<file path="src/rtl/hist_eq_pkg.sv">
// Shared types and constants for the histogram equalizer frame sequencer.
// Holds state encoding, m2 owner codes, default timing and the state-to-output decode.
package hist_eq_pkg;

   typedef enum logic [3:0] {
      ST_IDLE  = 4'd0,
      ST_HIST  = 4'd1,
      ST_GAP1  = 4'd2,
      ST_CDF   = 4'd3,
      ST_GAP2  = 4'd4,
      ST_MAP   = 4'd5,
      ST_GAP3  = 4'd6,
      ST_DONE  = 4'd7,
      ST_ERROR = 4'd8
   } state_e;

   localparam logic [1:0] M2_NONE = 2'b00;
   localparam logic [1:0] M2_HIST = 2'b01;
   localparam logic [1:0] M2_CDF  = 2'b10;
   localparam logic [1:0] M2_MAP  = 2'b11;

   localparam int unsigned SETTLE_DEF  = 2;
   localparam logic [15:0] TIMEOUT_DEF = 16'd4096;

   typedef struct packed {
      logic       hist_start;
      logic       cdf_start;
      logic       map_start;
      logic [1:0] m2_owner;
      logic       busy;
   } phase_out_t;

   // GAP states keep the preceding phase's owner so its last m2 write can retire.
   function automatic phase_out_t decode_state(input state_e st);
      phase_out_t o;
      o = '0;
      case (st)
         ST_HIST: begin o.hist_start = 1'b1; o.m2_owner = M2_HIST; o.busy = 1'b1; end
         ST_GAP1: begin o.m2_owner = M2_HIST; o.busy = 1'b1; end
         ST_CDF:  begin o.cdf_start = 1'b1; o.m2_owner = M2_CDF; o.busy = 1'b1; end
         ST_GAP2: begin o.m2_owner = M2_CDF; o.busy = 1'b1; end
         ST_MAP:  begin o.map_start = 1'b1; o.m2_owner = M2_MAP; o.busy = 1'b1; end
         ST_GAP3: begin o.m2_owner = M2_MAP; o.busy = 1'b1; end
         ST_DONE: begin o.busy = 1'b1; end
         default: ;
      endcase
      return o;
   endfunction

endpackage

</file>
<file path="src/rtl/phase_watchdog.sv">
// Per-phase cycle counter; flags expiry on the cycle the phase reaches its time budget.
module phase_watchdog #(
   parameter logic [15:0] TIMEOUT_CYCLES = 16'd4096
) (
   input  logic        i_clock,
   input  logic        i_rst_n,
   input  logic        i_clear,
   input  logic        i_enable,
   output logic [15:0] o_count,
   output logic        o_expired
);

   logic [15:0] r_count;

   always_ff @(posedge i_clock or negedge i_rst_n) begin
      if (!i_rst_n) begin
         r_count <= '0;
      end else if (i_clear) begin
         r_count <= '0;
      end else if (i_enable && (r_count != '1)) begin
         r_count <= r_count + 16'd1;
      end
   end

   assign o_count   = r_count;
   assign o_expired = i_enable && (r_count >= (TIMEOUT_CYCLES - 16'd1));

endmodule

</file>
<file path="src/rtl/hist_eq_controller.sv">
// Frame sequencer for the histogram equalizer: HIST -> CDF -> MAP with settle gaps,
// m2 ownership, input bank ping-pong and a per-phase watchdog.
module hist_eq_controller
   import hist_eq_pkg::*;
#(
   parameter int unsigned SETTLE_CYCLES  = SETTLE_DEF,
   parameter logic [15:0] TIMEOUT_CYCLES = TIMEOUT_DEF,
   parameter bit          PINGPONG       = 1'b1
) (
   input  logic        clock,
   input  logic        rst_n,
   input  logic        go,
   input  logic        abort,
   input  logic        hist_done,
   input  logic        cdf_done,
   input  logic        map_done,
   output logic        hist_start,
   output logic        cdf_start,
   output logic        map_start,
   output logic [1:0]  m2_owner,
   output logic        bank_sel,
   output logic        busy,
   output logic        frame_done,
   output logic        error,
   output logic [15:0] frame_count
);

   localparam logic [15:0] SETTLE_LAST = 16'(SETTLE_CYCLES - 1);

   state_e      r_state;
   state_e      w_next;
   phase_out_t  r_outs;
   logic        r_frame_done;
   logic        r_error;
   logic        r_bank;
   logic [15:0] r_frame_count;
   logic [15:0] r_settle;
   logic        w_in_phase;
   logic        w_in_gap;
   logic        w_settle_done;
   logic        w_wd_expired;
   logic [15:0] w_wd_count;

   assign w_in_phase    = (r_state == ST_HIST) || (r_state == ST_CDF) || (r_state == ST_MAP);
   assign w_in_gap      = (r_state == ST_GAP1) || (r_state == ST_GAP2) || (r_state == ST_GAP3);
   assign w_settle_done = w_in_gap && (r_settle == SETTLE_LAST);

   phase_watchdog #(
      .TIMEOUT_CYCLES (TIMEOUT_CYCLES)
   ) u_watchdog (
      .i_clock   (clock),
      .i_rst_n   (rst_n),
      .i_clear   (!w_in_phase),
      .i_enable  (w_in_phase),
      .o_count   (w_wd_count),
      .o_expired (w_wd_expired)
   );

   always_ff @(posedge clock or negedge rst_n) begin
      if (!rst_n) begin
         r_settle <= '0;
      end else if (!w_in_gap) begin
         r_settle <= '0;
      end else begin
         r_settle <= r_settle + 16'd1;
      end
   end

   // Done is tested before expiry in each phase so a coincident done wins.
   always_comb begin
      w_next = r_state;
      unique case (r_state)
         ST_IDLE:  if (go)             w_next = ST_HIST;
         ST_HIST:  if (hist_done)      w_next = ST_GAP1;
                   else if (w_wd_expired) w_next = ST_ERROR;
         ST_GAP1:  if (w_settle_done)  w_next = ST_CDF;
         ST_CDF:   if (cdf_done)       w_next = ST_GAP2;
                   else if (w_wd_expired) w_next = ST_ERROR;
         ST_GAP2:  if (w_settle_done)  w_next = ST_MAP;
         ST_MAP:   if (map_done)       w_next = ST_GAP3;
                   else if (w_wd_expired) w_next = ST_ERROR;
         ST_GAP3:  if (w_settle_done)  w_next = ST_DONE;
         ST_DONE:                      w_next = ST_IDLE;
         ST_ERROR: if (go)             w_next = ST_HIST;
         default:                      w_next = ST_IDLE;
      endcase
      if (abort) begin
         w_next = ST_IDLE;
      end
   end

   // Outputs are registered from the next state so they change on the same edge as the state.
   always_ff @(posedge clock or negedge rst_n) begin
      if (!rst_n) begin
         r_state       <= ST_IDLE;
         r_outs        <= '0;
         r_frame_done  <= 1'b0;
         r_error       <= 1'b0;
         r_bank        <= 1'b0;
         r_frame_count <= '0;
      end else begin
         r_state      <= w_next;
         r_outs       <= decode_state(w_next);
         r_frame_done <= (w_next == ST_DONE);
         r_error      <= (w_next == ST_ERROR);
         if (w_next == ST_DONE) begin
            r_frame_count <= r_frame_count + 16'd1;
            r_bank        <= r_bank ^ PINGPONG;
         end
      end
   end

   assign hist_start  = r_outs.hist_start;
   assign cdf_start   = r_outs.cdf_start;
   assign map_start   = r_outs.map_start;
   assign m2_owner    = r_outs.m2_owner;
   assign busy        = r_outs.busy;
   assign frame_done  = r_frame_done;
   assign error       = r_error;
   assign bank_sel    = r_bank;
   assign frame_count = r_frame_count;

   a_wd_bounded: assert property (@(posedge clock) disable iff (!rst_n)
      w_wd_count <= TIMEOUT_CYCLES);

endmodule

</file>
<file path="config.mk">
export PLATFORM = sky130hd
export DESIGN_NAME = hist_eq_controller
export DESIGN_NICKNAME = d
export VERILOG_FILES = /design/src/rtl/hist_eq_pkg.sv /design/src/rtl/phase_watchdog.sv /design/src/rtl/hist_eq_controller.sv
export SDC_FILE = /design/constraint.sdc
export NUM_CORES = 1
export LEC_CHECK = 0
export ABC_CLOCK_PERIOD_IN_PS = 3670
export BUFFER_PORTS_ARGS = -buffer_cell sky130_fd_sc_hd__clkbuf_2
export CAP_MARGIN = 40
export CORE_MARGIN = 4
export CORE_UTILIZATION = 45
export DETAILED_ROUTE_END_ITERATION = 10
export PLACE_DENSITY = 0.6
export SETUP_SLACK_MARGIN = 0.2
export SLEW_MARGIN = 20
export SYNTH_ARGS = -nofsm -noshare
export SYNTH_HDL_FRONTEND = slang
export SYNTH_SLANG_ARGS = --single-unit
</file>
<file path="constraint.sdc">
create_clock -name clock -period 3.67 [get_ports clock]
set_input_delay 0.367 -clock clock [delete_from_list [all_inputs] [get_ports clock]]
set_output_delay 0.367 -clock clock [all_outputs]
set_load 0.02 [all_outputs]
</file>
==> summary.txt, run 1 <==
Run status
  – Status: completed

Logic synthesis
  – Mean post-synth cell area: 10.17 um2
  – Post-synth EDFFs: 0
  – Synth Instances: 302
  – Synth Flop Type: dfrtp_1
  – Seq cells post-synth: 61
  – YS warnings: 0
  – Netlist cell types: 50
  – Net Count, Synth: 313
  – Register area share after synthesis: 49.71%
  – Post-synthesis cell area: 3070 um2
  – FFs w/ async S/R, synth: 100.0%

Place
  – DP Wirelength: 4.228 mm
  – Port Buf Inserts: 31
  – Routability cong.: 0.7900
  – Setup slack after placement: 1.314 ns

Detailed routing
  – DRT iter0 DRCs: 86
  – Routed wire length: 6.099 mm
  – Pre-Repair DR Iteration Count: 4
  – DRC viols: 0
  – Avg WL per Cell: 14.73 um
  – Routed vias/inst: 5.652
  – Vias: 2340
  – Final antenna-violating net count: 0

GRT
  – Vias in the first global route: 2193
  – Initial antenna violation count: 0
  – Total Routing Usage GR: 16.05%
  – Largest net degree at the start of global routing: 37
  – Global route overflow: 0
  – First-pass GRT wire length: 10.61 mm

Floorplan
  – Ports: 32
  – Core Box Area: 6495 um2
  – Die Wd: 90.60 um
  – Die outline height: 90.60 um
  – Initial Util: 47.27%
  – Row Count: 29
  – Die ar.: 8208 um2

Critical path
  – R2R depth: 4
  – CP peak stage delay: 0.61 ns
  – CP arrival: 2.60 ns
  – Crit end category: flip-flop
  – CP Launch Type: flip-flop
  – Worst path cell trace: or3b_4 > a311o_1 > or4b_4 > xnor2_2
  – Max stage delay cell, worst path: dfrtp_1
  – Reg-to-Reg End: frame_count[14]$_DFFE_PN0P_
  – CP Depth: 4
  – Flop-to-flop setup slack: 1.30 ns
  – Crit path max-delay family: simple AND/OR/NAND/NOR gates
  – Max FO, Critical Path: 15
  – Req. time, crit path: 3.89 ns
  – CP Class: reg2reg
  – Critical R2R Launch: r_state[1]$_DFF_PN0_
  – WP buf/inv: 0

Pwr
  – Leak: 1.608 nW
  – Pwr/cell area: 377.4 nW/um2
  – Pwr Total: 1.298 mW
  – Peak supply drop: 199.7 uV

Hold path
  – Hold Path Class: in2async

Flow run
  – Max_cap viols: 0

Timing
  – Unrepaired setup endpoints after global routing: false
  – Measured slew at the worst slew-check pin: 0.6883 ns
  – Headroom to the max-slew limit: 54.12%
  – Setup violations, final: 0
  – Final Cycle Share: 64.69%
  – Final hold violations: 0
  – Final Max Tran Viols: 0
  – Final setup margin: 1.296 ns
  – Fmax: 421.2 MHz
  – Clock period minus worst slack: 2.374 ns
  – Setup_tns: 0 ns
  – Final Skew: 0.01092 ns

CTS
  – Skew-Pair Late Insertion Delay: 0.34 ns
  – Clock transition at path regs: 0.07 ns
  – Worst-case clock buffer depth: 2
  – Root buffer cell: clkbuf_8
  – # Post-CTS Setup Buffers: 0
  – TritonCTS buffer count: 9
  – # hold bufs at CTS: 0
  – TritonCTS clock tree: done
  – Sink Count: 61
  – H-tree Lvls: 3
  – # resized after CTS: 0

Final layout
  – Area delta synth->final: 12.06%
  – Most common cell after layout, fill and taps aside: dfrtp_1
  – Share of post-route cells with drive strength above 1: 15.43%
  – Ant diodes: 0
  – Commonest non-fill, non-tap cells in the layout: 61 x dfrtp_1, 34 x nor2_1, 31 x clkbuf_2, 26 x xor2_1, 15 x nand2_1
  – Nets: 344
==> cells by family (layout without fill, tap and decap cells) <==
family	after synthesis	after routing	synth area share [%]
flops	61	61	49.71
fa+ha+maj	4	4	1.630
mux	2	2	0.6927
buf+inv	19	54	2.527
compound gates	46	46	10.60
simple gates	130	130	23.19
xor+xnor	40	40	11.65
==> worst max-delay path by stage <==
stage | start | to | slack, ns
finish | r_state[1]$_DFF_PN0_ | frame_count[14]$_DFFE_PN0P_ | 1.30
floorplan | r_state[2]$_DFF_PN0_ | frame_count[14]$_DFFE_PN0P_ | 1.62
CTS | r_state[1]$_DFF_PN0_ | frame_count[14]$_DFFE_PN0P_ | 1.30
global placement | r_state[1]$_DFF_PN0_ | frame_count[14]$_DFFE_PN0P_ | 1.36
detailed placement | r_state[1]$_DFF_PN0_ | frame_count[14]$_DFFE_PN0P_ | 1.31
global route | r_state[1]$_DFF_PN0_ | frame_count[1]$_DFFE_PN0P_ | 1.09
==> cells in the mapped netlist (3+ instances only) <==
library cell	instances	area, um2
a21oi_1	8	40.04
o21ai_0	7	35.03
xor2_1	26	227.7
and4_1	8	70.07
xnor2_1	13	113.9
o211ai_1	5	37.54
clkbuf_1	10	37.54
a31oi_1	3	18.77
dfrtp_1	61	1526
nand4_1	12	75.07
inv_1	6	22.52
or3_1	4	25.02
o2111ai_1	5	43.79
ha_1	4	50.05
nor2_1	34	127.6
and3_1	11	68.82
and2_1	3	18.77
nor2b_1	3	18.77
nor3_1	10	50.05
nor4_1	4	25.02
nand3_1	14	70.07
nand2_1	15	56.30
==> area by class of cell <==
cell class / instances / area [um2]
Multi-Input combinational cell: 222 / 1466
Inverter: 6 / 22.52
Timing Repair Buffer: 33 / 170.2
Sequential cell: 61 / 1526
Tap cell: 77 / 96.34
Clock inverter: 2 / 10.01
Clock buffer: 13 / 148.9
Fill cell: 612 / 3054
==> layer usage <==
metal  up-vias  part of all wire, %  GRT usage, %
met2        44                   44         22.48
met3         8                  3.2         3.167
met1      1132                   51         23.11
met4         0                  1.8         8.801
li1       1156                    -             -
met5         -                    0             0
==> metrics by stage <==
step | utilization (%) | area (um2) | hold WS, ns | cells
after floorplan | - | 3070 | 0.07141 | 302
after global placement | 50.41 | 3274 | 0.4302 | 398
after detailed placement | 50.53 | 3282 | 0.4414 | 399
after CTS | 52.98 | 3441 | 0.06362 | 414
after global routing | 52.98 | 3441 | 0.09951 | 414
final | 52.98 | 3441 | 0.05509 | 414
==> power by group <==
part / leakage, nW / internal, mW / total (mW) / switching (mW)
Sequential: 0.847 / 0.684 / 0.698 / 0.0132
Clock: 0.0833 / 0.258 / 0.502 / 0.244
Combinational: 0.678 / 0.0315 / 0.0989 / 0.0674
==> flip-flops by register name, summed over array words and instances, names as in the netlist, 2 cells and up <==
name and flops:
frame_count 16, m2_owner 2, r_settle 16, r_state 4, u_watchdog.o_count 16
(Power assumes the default switching activity.)
==> run 2: changes to the inputs <==
- ABC_AREA: not set -> 1
- ABC_CLOCK_PERIOD_IN_PS: 3670 -> 2300
- PLACE_DENSITY: 0.6 -> 0.59
- clock period: 3.67 -> 2.3 ns (I/O delays scaled with it)
==> run 2 against run 1 <==
Compared with the run above:
- sequential share of layout area down 5.6 points
- cell area is 14% higher
- non-clock buffer count rose by 2
- register-to-register slack worse by 0.88 ns
- worst hold slack better by 0.24 ns
- sequential power up 59%
- clock skew fell by 0.0020 ns
- largest power group unchanged
==> summary.txt, run 2 <==
Logic synthesis
  – Synth top area cells: dfrtp_1 44%, nand2_1 10%, inv_1 6.3%, nor2_1 6.3%, nand2_2 4.3%
  – Post-synthesis cell area: 3476 um2
  – Cell with the most instances after synthesis: nand2_1
  – Register area share after synthesis: 43.92%
  – Synth Instances: 443
  – YS warnings: 0
  – Net Count, Synth: 454
  – Seq cells post-synth: 61
  – Post-synth EDFFs: 0
  – Commonest cells post-synth: 93 x nand2_1, 61 x dfrtp_1, 58 x inv_1, 58 x nor2_1, 25 x nand3_1
  – Post-synth top area share: 43.92%
  – FFs w/ async S/R, synth: 100.0%
  – Synth Flop Type: dfrtp_1
  – Netlist cell types: 34
  – Mean post-synth cell area: 7.846 um2
  – Post-synth top area cell: dfrtp_1

Timing
  – Setup_tns: 0 ns
  – Clock period minus worst slack: 1.886 ns
  – Headroom to the max-slew limit: 74.00%
  – Final Skew: 0.008885 ns
  – Final Cycle Share: 82.02%
  – Worst Hold Slack: 0.2935 ns
  – Final Max Tran Viols: 0
  – Final hold violations: 0
  – Unrepaired setup endpoints after global routing: false
  – Setup violations, final: 0
  – Fmax: 530.1 MHz
  – Measured slew at the worst slew-check pin: 0.3900 ns

Detailed routing
  – Routed vias/inst: 4.869
  – Avg WL per Cell: 11.93 um
  – DRT iter0 DRCs: 122
  – Pre-Repair DR Iteration Count: 4
  – Routed wire length: 6.991 mm
  – DRC viols: 0
  – Vias: 2853
  – Final antenna-violating net count: 0

Critical path
  – CP arrival: 2.17 ns
  – CP Launch Type: flip-flop
  – Max FO, Critical Path: 18
  – CP Class: reg2reg
  – Crit end category: flip-flop
  – Req. time, crit path: 2.59 ns

Final layout
  – Most common cell after layout, fill and taps aside: nand2_1
  – Ant diodes: 0
  – Share of post-route cells with drive strength above 1: 19.71%
  – Commonest non-fill, non-tap cells in the layout: 93 x nand2_1, 61 x dfrtp_1, 58 x nor2_1, 58 x inv_1, 31 x clkbuf_2
  – Area delta synth->final: 13.28%
  – Nets: 495
  – Layout Cells excl Fill: 586
  – Final Cell Area: 3938 um2

Floorplan
  – Row Count: 31
  – Initial Util: 47.16%
  – Ports: 32
  – Die ar.: 9194 um2
  – Core Box Area: 7370 um2
  – Die outline height: 95.89 um
  – Die Wd: 95.89 um

GRT
  – Initial antenna violation count: 0
  – Largest net degree at the start of global routing: 62
  – Global route overflow: 0
  – Vias in the first global route: 2736
  – Total Routing Usage GR: 16.99%
  – First-pass GRT wire length: 12.21 mm

Place
  – Routability cong.: 0.8361
  – DP Area: 3715 um2
  – DP Wirelength: 4.964 mm
  – Port Buf Inserts: 31
  – Placed cell count: 570

Flow run
  – Max_cap viols: 0

CTS
  – TritonCTS buffer count: 9
  – H-tree Lvls: 3
  – Clock transition at path regs: 0.07 ns
  – Skew-Pair Late Insertion Delay: 0.34 ns
  – Sink Count: 61
  – TritonCTS clock tree: done
  – Worst-case clock buffer depth: 2
  – Root buffer cell: clkbuf_8
  – # Post-CTS Setup Buffers: 0

Run status
  – Status: completed

Pwr
  – Pwr/cell area: 561.3 nW/um2
  – Peak supply drop: 301.9 uV
  – Leak: 1.962 nW

Hold path
  – Hold Path Class: in2reg
[run 2: changes by cell type after synthesis, moves of 9 or more]
cell,change
nand2_1,+78
inv_1,+52
nand2_2,+24
nor2_1,+24
xor2_1,-14
o21ai_0,+12
and3_1,-11
nand3_1,+11
a21oi_1,+9
[run 2: cells by family (layout without fill, tap and decap cells)]
group                    Yosys count  count (layout)  share of synthesized area (%)
flip-flops                        61              61                          43.92
AO/OA/AOI/OAI                     46              46                          7.163
AND/OR/NAND/NOR                  242             242                          34.13
XOR/XNOR                          17              17                          4.284
adder cells (fa/ha/maj)            4               4                          1.440
buffers and inverters             73             117                          9.071
[run 2: timing repair]
item / 4_1_cts / 5_1_grt
setup endpoints to repair: 0 / 2
hold buffers: 0 / 1
resized for setup: 0 / 1
hold endpoints to repair: 0 / 10
[run 2: report_power, final]
| group | internal (mW) | switching [mW] |
|---|---|---|
| logic | 0.0578 | 0.122 |
| clock network | 0.517 | 0.403 |
| registers | 1.09 | 0.0179 |
[run 2: path summary, 6_finish.rpt]
kind,from,end,slack (ns),depth (start not counted)
max,u_watchdog.o_count[0]$_DFFE_PN0P_,frame_count[3]$_DFFE_PN0P_,0.41,12
min,abort,r_state[0]$_DFF_PN0_,0.29,4
max reg2reg,u_watchdog.o_count[0]$_DFFE_PN0P_,frame_count[3]$_DFFE_PN0P_,0.41,12
min reg2reg,r_settle[0]$_DFF_PN0_,r_settle[0]$_DFF_PN0_,0.49,1
max in group asynchronous,rst_n,frame_count[13]$_DFFE_PN0P_,1.47,4
min in group asynchronous,rst_n,u_watchdog.o_count[13]$_DFFE_PN0P_,0.35,3
[run 2: final cells by class]
cell class,count,area (um2)
tap,99,123.9
multi-input combinational,309,1639
clock inverter,2,35.03
sequential,61,1526
timing repair buffer,35,207.7
inverter,68,260.3
clock buffer,12,145.1
fill,740,3432
[run 2: stage by stage]
| stage | worst slack [ns] | total power, mW | util [%] |
|---|---|---|---|
| 2_1_floorplan | 0.5755 | 1.244 | - |
| 6_report | 0.4135 | 2.210 | 53.43 |
| 3_5_place_dp | 0.4224 | 1.305 | 50.41 |
| 3_3_place_gp | 0.4373 | 1.303 | 50.41 |
| 4_1_cts | 0.3972 | 2.233 | 52.85 |
| 5_1_grt | 0.2248 | 2.306 | 53.43 |
[run 2: per-layer routing]
layer,global-route usage (%),up-vias,wire length (um)
li1,-,1485,-
met1,22.41,1324,3441
met2,26.52,38,3243
met3,4.535,6,222
met4,6.754,0,83
met5,0,-,0
[run 2: worst max-delay path, cell delays in order (launching register included)]
cell     delay [ns]
dfrtp_1        0.40
ha_1           0.22
nand2_1        0.13
nor2_4         0.05
nand3_2        0.09
nand2_2        0.08
nand2_4        0.09
nand2_2        0.05
nand2_2        0.07
nand3_4        0.14
nor2_8         0.31
nand2_1        0.12
nand2_2        0.08
